[config.mk]
export PLATFORM = sky130hd
export DESIGN_NAME = spi_register_controller
export DESIGN_NICKNAME = d
export VERILOG_FILES = /design/src/rtl/spi_register_controller.sv
export SDC_FILE = /design/constraint.sdc
export NUM_CORES = 1
export LEC_CHECK = 0
export ABC_AREA = 1
export CORE_MARGIN = 10
export CORE_UTILIZATION = 50
export CTS_CLUSTER_SIZE = 28
export DETAILED_ROUTE_END_ITERATION = 12
export GPL_ROUTABILITY_DRIVEN = 1
export PLACE_DENSITY = 0.72
export SYNTH_ARGS = -nofsm -noshare
export SYNTH_HDL_FRONTEND = slang
export SYNTH_SLANG_ARGS = --single-unit
[constraint.sdc]
create_clock -name i_Clock -period 2.6 [get_ports i_Clock]
set_clock_uncertainty 0.2 [all_clocks]
set_input_delay 0.26 -clock i_Clock [delete_from_list [all_inputs] [get_ports i_Clock]]
set_output_delay 0.26 -clock i_Clock [all_outputs]
set_load 0.05 [all_outputs]
[src/rtl/spi_register_controller.sv]
// SPI mode-0 slave that turns {16-bit register number, 8-bit values...} frames into
// single-cycle register writes, and shifts the last captured synth sample out on MISO.
module spi_register_controller #(
    parameter int SYNC_STAGES    = 2,
    parameter bit AUTO_INCREMENT = 1'b1
) (
    input  logic        i_Clock,
    input  logic        i_Reset_n,
    input  logic        i_SpiSclk,
    input  logic        i_SpiMosi,
    input  logic        i_SpiCs_n,
    output logic        o_SpiMiso,
    input  logic [15:0] i_Sample,
    input  logic        i_SampleReady,
    output logic        o_RegisterWriteEnable,
    output logic [15:0] o_RegisterNumber,
    output logic [7:0]  o_RegisterValue,
    output logic [7:0]  o_FrameErrorCount
);
    typedef enum logic [1:0] {IDLE, ADDRESS, DATA} state_t;

    logic [SYNC_STAGES-1:0] sclk_sync_q, mosi_sync_q, cs_sync_q;
    logic                   sclk_prev_q, cs_prev_q;
    logic                   armed_q, armed_d;
    state_t                 state_q, state_d;
    logic [4:0]             cnt_q, cnt_d;
    logic [15:0]            addr_q, addr_d;
    logic [7:0]             data_q, data_d;
    logic [15:0]            miso_q, miso_d;
    logic [15:0]            hold_q, hold_d;
    logic                   pend_q, pend_d;
    logic                   we_q, we_d;
    logic [15:0]            num_q, num_d;
    logic [7:0]             val_q, val_d;
    logic [7:0]             err_q, err_d;

    logic sclk_s, mosi_s, cs_s;
    logic sclk_rise, sclk_fall, cs_fall, cs_rise;

    assign sclk_s    = sclk_sync_q[SYNC_STAGES-1];
    assign mosi_s    = mosi_sync_q[SYNC_STAGES-1];
    assign cs_s      = cs_sync_q[SYNC_STAGES-1];
    assign sclk_rise = sclk_s & ~sclk_prev_q;
    assign sclk_fall = ~sclk_s & sclk_prev_q;
    assign cs_fall   = ~cs_s & cs_prev_q;
    assign cs_rise   = cs_s & ~cs_prev_q;

    // CS synchroniser resets low so a frame already in progress at reset release
    // cannot look like a fresh CS fall; the armed flag needs a real CS high first.
    always_ff @(posedge i_Clock or negedge i_Reset_n) begin
        if (!i_Reset_n) begin
            sclk_sync_q <= '0;
            mosi_sync_q <= '0;
            cs_sync_q   <= '0;
            sclk_prev_q <= 1'b0;
            cs_prev_q   <= 1'b0;
        end else begin
            sclk_sync_q <= {sclk_sync_q[SYNC_STAGES-2:0], i_SpiSclk};
            mosi_sync_q <= {mosi_sync_q[SYNC_STAGES-2:0], i_SpiMosi};
            cs_sync_q   <= {cs_sync_q[SYNC_STAGES-2:0], i_SpiCs_n};
            sclk_prev_q <= sclk_s;
            cs_prev_q   <= cs_s;
        end
    end

    always_ff @(posedge i_Clock or negedge i_Reset_n) begin
        if (!i_Reset_n) begin
            armed_q <= 1'b0;
            state_q <= IDLE;
            cnt_q   <= '0;
            addr_q  <= '0;
            data_q  <= '0;
            miso_q  <= '0;
            hold_q  <= '0;
            pend_q  <= 1'b0;
            we_q    <= 1'b0;
            num_q   <= '0;
            val_q   <= '0;
            err_q   <= '0;
        end else begin
            armed_q <= armed_d;
            state_q <= state_d;
            cnt_q   <= cnt_d;
            addr_q  <= addr_d;
            data_q  <= data_d;
            miso_q  <= miso_d;
            hold_q  <= hold_d;
            pend_q  <= pend_d;
            we_q    <= we_d;
            num_q   <= num_d;
            val_q   <= val_d;
            err_q   <= err_d;
        end
    end

    always_comb begin
        armed_d = armed_q | cs_s;
        state_d = state_q;
        cnt_d   = cnt_q;
        addr_d  = addr_q;
        data_d  = data_q;
        miso_d  = miso_q;
        hold_d  = i_SampleReady ? i_Sample : hold_q;
        pend_d  = 1'b0;
        we_d    = pend_q;
        num_d   = num_q;
        val_d   = val_q;
        err_d   = err_q;

        // A byte completed last cycle: present it, then step the address.
        if (pend_q) begin
            num_d = addr_q;
            val_d = data_q;
            if (AUTO_INCREMENT) addr_d = addr_q + 16'd1;
        end

        if (state_q != IDLE && sclk_fall) miso_d = {miso_q[14:0], 1'b0};

        // The SCLK rise is applied before a coincident CS rise is judged.
        case (state_q)
            IDLE: begin
                if (cs_fall && armed_q) begin
                    miso_d  = hold_q;
                    cnt_d   = '0;
                    state_d = ADDRESS;
                end
            end
            ADDRESS: begin
                if (sclk_rise) begin
                    addr_d = {addr_q[14:0], mosi_s};
                    if (cnt_q == 5'd15) begin
                        cnt_d   = '0;
                        state_d = DATA;
                    end else begin
                        cnt_d = cnt_q + 5'd1;
                    end
                end
                if (cs_rise) begin
                    state_d = IDLE;
                    if (cnt_d != 5'd0 && err_q != 8'hFF) err_d = err_q + 8'd1;
                end
            end
            DATA: begin
                if (sclk_rise) begin
                    data_d = {data_q[6:0], mosi_s};
                    if (cnt_q == 5'd7) begin
                        cnt_d  = '0;
                        pend_d = 1'b1;
                    end else begin
                        cnt_d = cnt_q + 5'd1;
                    end
                end
                if (cs_rise) begin
                    state_d = IDLE;
                    if (cnt_d != 5'd0 && err_q != 8'hFF) err_d = err_q + 8'd1;
                end
            end
            default: state_d = IDLE;
        endcase
    end

    assign o_SpiMiso             = miso_q[15];
    assign o_RegisterWriteEnable = we_q;
    assign o_RegisterNumber      = num_q;
    assign o_RegisterValue       = val_q;
    assign o_FrameErrorCount     = err_q;
endmodule

# Word-level counts from Yosys, hierarchy flattened
# Index checks and enable logic that the tools add are counted.
dict set report word_totals {
  reg_bits 106
  in_bits 22
  out_inout_bits 34
}
dict set report classes {
  add_sub_neg 3
  n_eq_ne 12
  mux 28
  bitwise 9
  n_reduce_logical 14
}
# cell n
set ops {}
lappend ops {{$mux 16} 6}
lappend ops {{$mux 5} 7}
lappend ops {{$mux 8} 4}
lappend ops {{$add 16x1->16 const B} 1}
lappend ops {{$pmux 8 s2} 1}
lappend ops {{$pmux 5 s3} 1}
lappend ops {{$mux 2} 5}
lappend ops {{$ne 2x2->1 const B} 5}
lappend ops {{$reduce_bool 5->1} 2}
lappend ops {{$add 8x1->8 const B} 1}
lappend ops {{$ne 8x8->1 const B} 1}
lappend ops {{$ne 3x3->1 const B} 2}
lappend ops {{$pmux 2 s3} 1}
lappend ops {{$add 5x1->5 const B} 1}
lappend ops {{$eq 5x3->1 const B} 1}
lappend ops {{$eq 5x4->1 const B} 1}
lappend ops {{$reduce_and 5->1} 1}
lappend ops {{$and 1x1->1} 4}
lappend ops {{$logic_and 1x1->1} 4}
lappend ops {{$not 1->1} 4}
lappend ops {{$reduce_and 2->1} 2}
lappend ops {{$reduce_and 4->1} 1}
lappend ops {{$reduce_bool 2->1} 2}
lappend ops {{$mux 1} 3}
lappend ops {{other kinds (5)} 5}

# Depth between registers and ports, before layout
dict set report logic_depth {
  depth_word 9
  depth_mapped 16
  depth_no_buf 16
}

# Least setup slack after synthesis
# No wires, ideal clock.
dict set report synth_timing {
  path_kind {flip-flop to flip-flop}
  startpoint {register err_q[0], in the netlist o_FrameErrorCount[0]}
  endpoint {register err_q[2], in the netlist o_FrameErrorCount[2]}
  arrival_ns 1.855
  t_required_ns 2.334
  path_slack_ns 0.479
  stages_incl_launch_ff 10
  n_path_buf 0
  synth_period_minus_slack_ns 2.121
  path_cell_list {dfrtp_1 -> ha_1 -> nand3_1 -> nor3_1 -> nand3_1 -> nand2_1 -> nand2_4 -> nand3_4 -> nand2_1 -> nand2_1}
}
dict set report synth_between {
  elab_chain_len 4
}
# element line
set synth_lines {}
lappend synth_lines {{start: declaration} 35} ;# logic [7:0] err_q, err_d;
lappend synth_lines {{start signal: assignment} 92} ;# err_q <= err_d;
lappend synth_lines {{$add 8x1->8 or $ne 8x8->1 (tied branches)} {140, 155}}
lappend synth_lines {{$mux 8, or another cell as far along} 155} ;# if (cnt_d != 5'd0 && err_q != 8'hFF) err_d = err_q + 8'd1;
lappend synth_lines {{$mux 8, or another cell as far along} 153} ;# if (cs_rise) begin
lappend synth_lines {{$pmux 8 s2 or $reduce_and 5->1 (tied branches)} --}
# Several ways; a longest one is shown, not always the timed one. The select of a mux whose other input is x is not followed.
# A chain may end at the register's enable or synchronous reset.

# Worst setup path in the final report
dict set report layout_timing {
  startpoint {register cnt_q[0]}
  endpoint {register err_q[6], in the netlist o_FrameErrorCount[6]}
}
dict set report layout_between {
  elab_chain_len 8
}
# element line
set layout_lines {}
lappend layout_lines {{start: declaration} 26} ;# logic [4:0] cnt_q, cnt_d;
lappend layout_lines {{start signal: assignment} 83} ;# cnt_q <= cnt_d;
lappend layout_lines {{$add 5x1->5, or another cell as far along} {135, 150}}
lappend layout_lines {{$mux 5, on equally long branches} {146, 131}}
lappend layout_lines {{$mux 5, on equally long branches} {144, 129}}
lappend layout_lines {{$mux 5} 120} ;# case (state_q)
lappend layout_lines {{$reduce_bool 5->1, on equally long branches} {155, 140}}
lappend layout_lines {{$logic_and 1x1->1, on equally long branches} {155, 140}}
lappend layout_lines {{$ne 2x2->1 (no source line)} --}
lappend layout_lines {{$reduce_and 5->1 (no source line) (*)} --}
# Mark *: on every way between the ends. The rest lies on a longest branch, timed or not. The select of a mux whose other input is x is not followed.

==> results.py <==
metrics = {
    "logic_synthesis": {
        "ys_ff_latch": 106,
        "avgSynthCellArea_um2": 8.67,
        "yosysTopAreaCell": "dfrtp_1",
        "synth.area.top_cells": "dfrtp_1 (55%), nand2_1 (13%), o21ai_0 (5.9%)",
        "yosys.area_share.adder": 0.0207,
        "synth.net_count": 588,
        "synthSimpleGateAreaFrac": 0.215,
        "synth_mux_area_frac": 0.0140,
        "yosysWarnings": 0,
        "synth-async-reset-ratio": 1.00,
        "yosysSeqAreaShare": 0.548,
        "yosys-top-cells-count": "nand2_1 (169), dfrtp_1 (106), inv_1 (58), o21ai_0 (57), nor2_1 (28)",
        "synth_flop_cell": "dfrtp_1",
        "synth_top_area_frac": 0.548,
        "synth_top_family_by_area": "simple AND/OR/NAND/NOR gates",
        "synthCells": 558,
        "syn-cell-area_mm2": 0.00484,
        "synthXorXnorAreaFrac": 0.0272,
        "yosysMostFrequentCell": "nand2_1",
        "synth-edff-count": 0,
        "ys_types": 33,
        "synth-compound-area-share": 0.108,
    },
    "clock_network": {
        "clock_sinks": 106,
        "cts_buffers": 9,
        "h-tree-depth": 3,
        "cts_buffer_depth": 2,
        "cts.clk_slew.worst_paths_ps": 100,
        "cts_tree": "yes",
        "root_buffer": "clkbuf_8",
        "clock_latency_ps": 360,
    },
    "critical_path": {
        "crit_arrival_ps": 2410,
        "worstPathRequired_ps": 2700,
        "crit_path_end_kind": "flop",
        "critPathMaxFanout": 9,
        "start_kind": "flop",
        "critical_path_class": "reg2reg",
    },
    "power": {
        "p_leak_nw": 2.79,
        "p_total_mw": 4.85,
        "ir_worst_vdd_v": 0.000365,
        "p_per_area_mw_per_mm2": 844,
    },
    "sta": {
        "period_share": 0.889,
        "hold-worst-slack_ps": 131,
        "tightest_slew_ps": 638,
        "hold_viol": 0,
        "setup_tns_ps": 0,
        "finalCriticalPeriod_ps": 2310,
        "slew-limit-headroom": 0.573,
        "setup_violations": 0,
        "max_freq_ghz": 0.433,
        "rsz0062_at_grt": "false",
        "maxSlewViolCount": 0,
    },
    "status": {
        "status": "complete, no violations",
    },
    "routing": {
        "drt-total-wl_um": 9510,
        "vias": 3695,
        "route.detailed.drc": 0,
        "first_iter_violations": 246,
        "first_pass_iters": 5,
        "postRouteAntennaNets": 0,
        "wl_per_cell_um": 12.8,
        "vias_per_cell": 4.96,
    },
    "cells_and_area": {
        "diodes": 0,
        "seq_area_mm2": 0.00265,
        "syn_to_final_growth_pct": 18.8,
        "drive_gt1_frac": 0.0731,
        "fillers": 830,
        "fin_nets": 643,
        "stdcell_count": 745,
        "final_cell_area_mm2": 0.00575,
        "multi_input_area_mm2": 0.00186,
    },
    "grt": {
        "grt_pass1_wl_um": 16400,
        "gr-total-overflow": 0,
        "grt_pass1_vias": 3566,
        "antenna_found_initial": 0,
        "grt_max_degree": 84,
        "gr-usage-all-layers": 0.138,
    },
    "floorplan": {
        "die-area_mm2": 0.0140,
        "io_pins": 56,
        "start_util": 0.519,
        "core_mm2": 0.00933,
        "die_width_um": 118,
        "dieHeight_um": 118,
        "rows": 35,
    },
    "placement": {
        "dpl_cell_area_mm2": 0.00554,
        "port_buffers": 55,
        "dp_cells": 730,
        "hpwl_um": 6880,
        "gp_congestion": 0.876,
    },
    "worst_hold_path": {
        "hold_class": "in2async",
    },
    "run": {
        "maxCapViolCount": 0,
    },
}
==> per-stage QoR <==
step,setup WS [ps],util
floorplan,479,-
global placement,366,0.593
detailed placement,324,0.593
CTS,315,0.616
global route,110,0.616
finish,288,0.616
==> placed cells by master, fill, tap and decap left out, types with 2 or more instances in the layout <==
cell             netlist  layout
nor3_1                 2       2
clkdlybuf4s50_1        0      54
inv_1                 58      58
dfrtp_1              106     106
o211ai_1              10      10
bufinv_16              0       2
a31oi_1                7       7
xnor2_1                4       4
nand2_2                3       3
ha_1                   8       8
clkbuf_8               0       9
inv_2                  2       2
o21ai_0               57      57
nand4_1               11      11
nand3_1               19      19
nor2_1                28      28
mux2_2                 6       6
nand2_1              169     169
nand2_4                2       2
o22ai_1                4       4
nor2_2                 6       6
xor2_1                11      11
a21oi_1               15      15
buf_4                  0       9
==> cell type report <==
type | count | area share
well taps | 129 | 0.0281
multi-input cells | 370 | 0.324
clock inverters | 4 | 0.0133
clock buffers | 10 | 0.0222
inverters | 61 | 0.0398
repair buffers | 65 | 0.111
flip-flops and latches | 106 | 0.461
==> state kept, by name (all words and copies together), names as in the netlist, 2 cells and up <==
register	flops
cs_sync_q	2
state_q	2
hold_q	16
cnt_q	5
sclk_sync_q	2
o_FrameErrorCount	8
data_q	8
addr_q	16
mosi_sync_q	2
o_RegisterValue	8
o_RegisterNumber	16
miso_q	16
==> kinds of logic after synthesis <==
logic type	count (synthesis)
buffers and inverters	82
AO/OA/AOI/OAI	96
multiplexers	6
AND/OR/NAND/NOR	245
flip-flops	106
adder cells (fa/ha/maj)	8
XOR/XNOR	15
==> report_power, final <==
group	internal [mW]	leakage, nW	switching, mW
Combinational	0.562	1.32	0.968
Clock	0.536	0.0988	0.534
Sequential	1.99	1.37	0.257
Total	3.09	2.79	1.76
==> routing by layer <==
layer	track usage	part of all wire	routed length (um)	vias to the layer above
li1	-	-	-	1893
met1	0.178	0.47	4480	1706
met2	0.217	0.47	4440	83
met3	0.0343	0.050	472	13
met4	0.0565	0.012	116	0
met5	0	0	0	-
==> worst paths after layout <==
path	from	end	slack (ps)	cells after the start
min in group i_Clock	i_SpiSclk	sclk_sync_q[0]	130	1
max reg2reg	cnt_q[0]	o_FrameErrorCount[6]	290	16
max	cnt_q[0]	o_FrameErrorCount[6]	290	16
max in group asynchronous	i_Reset_n	armed_q	1350	3
min reg2reg	sclk_sync_q[0]	sclk_sync_q[1]	160	0
min	i_Reset_n	data_q[0]	130	2
==> repair_timing <==
| item | 4_1_cts | 5_1_grt |
|---|---|---|
| resized for setup | 0 | 0 |
| setup buffers | 0 | 0 |
| hold buffers | 1 | 0 |
| endpoints found under the hold margin | 23 | 0 |
==> critical path, cell delays in order, from the launching register on <==
cell and delay, ps:
dfrtp_1 470, ha_1 200, nand2_1 70, nor2_1 130, ha_1 240, inv_1 70, nand2_1 70, nor2_2 40
nor2_2 90, nand2_1 60, nor2_1 100, nand2_1 70, nand2_2 70, nand2_4 100, nand3_4 140, nand2_1 70
nand2_1 60
Power figures use the tool's default switching activity.
